===== config.mk =====
export PLATFORM = sky130hd
export DESIGN_NAME = imm_gen_pipe
export DESIGN_NICKNAME = d
export VERILOG_FILES = /design/src/rtl/imm_gen_pipe.sv
export SDC_FILE = /design/constraint.sdc
export NUM_CORES = 1
export LEC_CHECK = 0
export ABC_AREA = 1
export CAP_MARGIN = 20
export CORE_MARGIN = 2
export CORE_UTILIZATION = 50
export CTS_BUF_LIST = sky130_fd_sc_hd__clkbuf_8
export CTS_CLUSTER_SIZE = 14
export DETAILED_ROUTE_END_ITERATION = 16
export GPL_TIMING_DRIVEN = 0
export PLACE_DENSITY = 0.88
export SYNTH_ARGS = -nofsm -noshare
export SYNTH_HDL_FRONTEND = slang
export SYNTH_SLANG_ARGS = --single-unit
export TNS_END_PERCENT = 5

===== constraint.sdc =====
create_clock -name clk -period 4.1 [get_ports clk]
set_input_delay 1.23 -clock clk [delete_from_list [all_inputs] [get_ports clk]]
set_output_delay 1.23 -clock clk [all_outputs]
set_load 0.01 [all_outputs]

===== src/rtl/imm_gen_pipe.sv =====
// imm_gen_pipe: RISC-V immediate decoder behind an output register plus skid register.
// Optional feature: define IMM_GEN_TARGET_EN to compute target = pc + imm for B/J/U formats.
module imm_gen_pipe #(
    parameter int XLEN   = 32,
    parameter int TYPE_W = 3
) (
    input  logic              clk,
    input  logic              rst,
    input  logic              in_valid,
    output logic              in_ready,
    input  logic [31:0]       inst,
    input  logic [XLEN-1:0]   pc,
    output logic              out_valid,
    input  logic              out_ready,
    output logic [XLEN-1:0]   imm,
    output logic [TYPE_W-1:0] imm_type,
    output logic [XLEN-1:0]   target
);
    localparam logic [TYPE_W-1:0] T_NONE = TYPE_W'(0);
    localparam logic [TYPE_W-1:0] T_I    = TYPE_W'(1);
    localparam logic [TYPE_W-1:0] T_S    = TYPE_W'(2);
    localparam logic [TYPE_W-1:0] T_B    = TYPE_W'(3);
    localparam logic [TYPE_W-1:0] T_U    = TYPE_W'(4);
    localparam logic [TYPE_W-1:0] T_J    = TYPE_W'(5);

    typedef struct packed {
        logic [XLEN-1:0]   imm;
        logic [TYPE_W-1:0] ty;
        logic [XLEN-1:0]   tgt;
    } ent_t;

    logic [4:0]  op;
    logic [31:0] raw;
    ent_t        dec, or_d, sr_d;
    logic        or_v, sr_v, xin;

    assign op  = inst[6:2];
    assign xin = in_valid && !sr_v;

    // Decode format and build the 32-bit sign-extended immediate, then widen to XLEN.
    always_comb begin
        dec.ty = (op == 5'b00000 || op == 5'b00100 || op == 5'b11001) ? T_I :
                 (op == 5'b01000) ? T_S :
                 (op == 5'b11000) ? T_B :
                 (op == 5'b11011) ? T_J :
                 (op == 5'b01101 || op == 5'b00101) ? T_U : T_NONE;
        raw = (dec.ty == T_I) ? {{20{inst[31]}}, inst[31:20]} :
              (dec.ty == T_S) ? {{20{inst[31]}}, inst[31:25], inst[11:7]} :
              (dec.ty == T_B) ? {{20{inst[31]}}, inst[7], inst[30:25], inst[11:8], 1'b0} :
              (dec.ty == T_J) ? {{12{inst[31]}}, inst[19:12], inst[20], inst[30:21], 1'b0} :
              (dec.ty == T_U) ? {inst[31:12], 12'b0} : 32'b0;
        dec.imm = XLEN'($signed(raw));
`ifdef IMM_GEN_TARGET_EN
        dec.tgt = (dec.ty == T_B || dec.ty == T_J || dec.ty == T_U) ? pc + dec.imm : '0;
`else
        dec.tgt = '0;
`endif
    end

    // Output register refills from skid first, else from input; skid catches input while output stalls.
    always_ff @(posedge clk or posedge rst) begin
        if (rst) begin
            or_v <= 1'b0;
            sr_v <= 1'b0;
            or_d <= '0;
            sr_d <= '0;
        end else if (!or_v || out_ready) begin
            or_v <= sr_v || xin;
            or_d <= sr_v ? sr_d : (xin ? dec : '0);
            sr_v <= 1'b0;
            sr_d <= '0;
        end else if (xin) begin
            sr_v <= 1'b1;
            sr_d <= dec;
        end
    end

    assign in_ready  = !sr_v;
    assign out_valid = or_v;
    assign imm       = or_d.imm;
    assign imm_type  = or_d.ty;
    assign target    = or_d.tgt;
endmodule


==> out/results.ini <==
[status]
status = completed

[cts]
numCtsBuffers = 9
clock-sinks = 72
cts.clk_slew.worst_paths_ps = 70
clkLatencyLatePin_ps = 350
cts_setup_buffers = 0
htree_levels = 3
root_buffer = clkbuf_8
cts_hold_buf = 0
cts_resized = 0
cts_buffer_depth = 2
cts_tree = yes

[global_route]
gr-total-overflow = 0
grt_usage = 0.2504
first_global_vias = 3493
grt_max_degree = 73
grt_pass1_wl_um = 16530
antenna_found_initial = 0

[placement]
place_area_um2 = 4741
io_buffers = 70
pre_cts_slack_ps = 1073
place_inst = 685
place_congestion = 0.9161
dp_hpwl_um = 7412

[critical_path]
worstSetupPathType = flop to primary output
cp-start-kind = flop
cp_max_fo = 10
arrival_ps = 1530
worst_setup_path_end_kind = primary output
crit_required_ps = 2870

[yosys]
avgSynthCellArea_um2 = 7.830
syn-cell-area_um2 = 3797
yosysWarningCount = 0
synth_cell_types = 25
synth_area_leader_cell = dfrtp_1
netlist.area_leader.share = 0.4745
synthTopCellsByArea = dfrtp_1, nand2_1, a21oi_1, nand3_1, buf_4
synth.yosys.seq_area_share = 0.4745
synth_cells = 485
synth_seq_cells = 72

[timing]
hold_violations = 0
finalSetupViolCount = 0
slew_headroom = 0.4219
clock_skew_ps = 5.955
max_slew.worst_pin.slew_ps = 867.1
fmax_mhz = 361.9
finalCritPeriodShare = 0.6739
maxSlewViolCount = 0
postLayoutSetupSlackWorst_ps = 1337
hold_ws_ps = 486.7
layout_min_cycle_time_ps = 2763
rsz0062_at_grt = false

[floorplan]
core_area_um2 = 7292
boundaryPins = 137
fp.dieH_um = 91.15
initial_utilization = 0.5208
row_count = 31
dieWidth_um = 91.15
fp.dieArea_um2 = 8308

[cells_and_area]
layout_commonest_cell = nand2_1
multi_input_area_um2 = 1629
drive_gt1_frac = 0.1362
n_fill_cell = 602
fin_area_um2 = 4943
register_area_um2 = 1802
final_cell_mix = nand2_1, dfrtp_1, clkdlybuf4s50_1, a21oi_1, nand3_1
n_antenna_cell = 0
stdcell_count = 701
areaGrowthSynthToFinish_pct = 30.18
final_nets = 665

[routing]
vias = 3683
wl_per_cell_um = 14.46
top_layer_used = met4
drt_iter0_drc = 346
first_pass_iters = 7
wl_met3_um = 894
wl_met2_um = 4809
wl_met1_um = 4161
drc = 0
wl_um = 10140
routed_via_density = 5.254
ant_nets = 0

[pwr]
switching_share = 0.2870
p_leak_uw = 0.002550
power.switching_uw = 494.1
clkPwrFrac = 0.324
intPower_uw = 1227
p_total_uw = 1721
ir_drop_mv = 0.2312
seqPwrFrac = 0.456
pwr-share-comb = 0.219
cellPowerDensity_nw_per_um2 = 348.2

[worst_hold_path]
holdCritPathClass = flop to flop

[flow_run]
max_cap_violations = 0

cell usage after synthesis (all sizes together):
cell,number
a21oi,64
a22o,5
a22oi,3
buf,53
clkbuf,7
conb,1
dfrtp,72
inv,22
nand2,137
nand3,59
nand4,1
nor2,44
o21ai,17
stage by stage:
stage | setup TNS [ps] | utilization
floorplan | 0 | -
finish | 0 | 0.6779
global route | 0 | 0.6779
global placement | -3648 | 0.6498
detailed placement | 0 | 0.6501
CTS | 0 | 0.6779
cell type report:
| type | count | area share |
|---|---|---|
| Tap cell | 99 | 0.02506 |
| Clock buffer | 14 | 0.03898 |
| Inverter | 22 | 0.01772 |
| Clock inverter | 2 | 0.002025 |
| Sequential cell | 72 | 0.3645 |
| Multi-Input combinational cell | 362 | 0.3295 |
| Timing Repair Buffer | 70 | 0.1417 |
| Buffer | 60 | 0.08049 |
final timing paths:
check	startpoint	end	slack [ps]	depth (start not counted)
hold / removal	sr_d[64]	sr_d[64]	490	2
hold reg to reg	sr_d[64]	sr_d[64]	490	2
setup reg to reg	out_valid	sr_d[62]	2330	7
max in group asynchronous	rst	sr_d[35]	2130	2
setup / recovery	sr_v	in_ready	1340	3
min in group asynchronous	rst	imm[2]	1410	2
logic make-up (layout without fill, tap and decap cells):
kind of cell / Yosys count / in the layout / synth area share
simple gates: 241 / 241 / 0.2682
flops: 72 / 72 / 0.4745
buf+inv: 82 / 168 / 0.1272
other cells: 1 / 32 / 0.0009875
compound gates: 89 / 89 / 0.1292
power by group through the flow:
stage               Sequential [uW]  Clock [uW]  Combinational (uW)
floorplan                       812           0                 188
global placement                796           0                 365
detailed placement              798           0                 373
CTS                             785         564                 375
global route                    789         592                 410
finish                          785         558                 378
sequential cells by signal, indices dropped and copies added, names as in the netlist:
register / flops
imm: 32
imm_type: 3
out_valid: 1
sr_d: 35
sr_v: 1
critical path, stage by stage (launching register included):
cell and delay (ps):
dfrtp_1 360, buf_2 180, inv_1 100, clkdlybuf4s50_1 540
routing by layer:
layer  track usage  vias to the layer above
met1        0.3310                     1694
met2        0.3969                      215
li1              -                     1746
met4        0.1086                        0
met3       0.05643                       28
met5             0                        -
(Power assumes the default switching activity.)
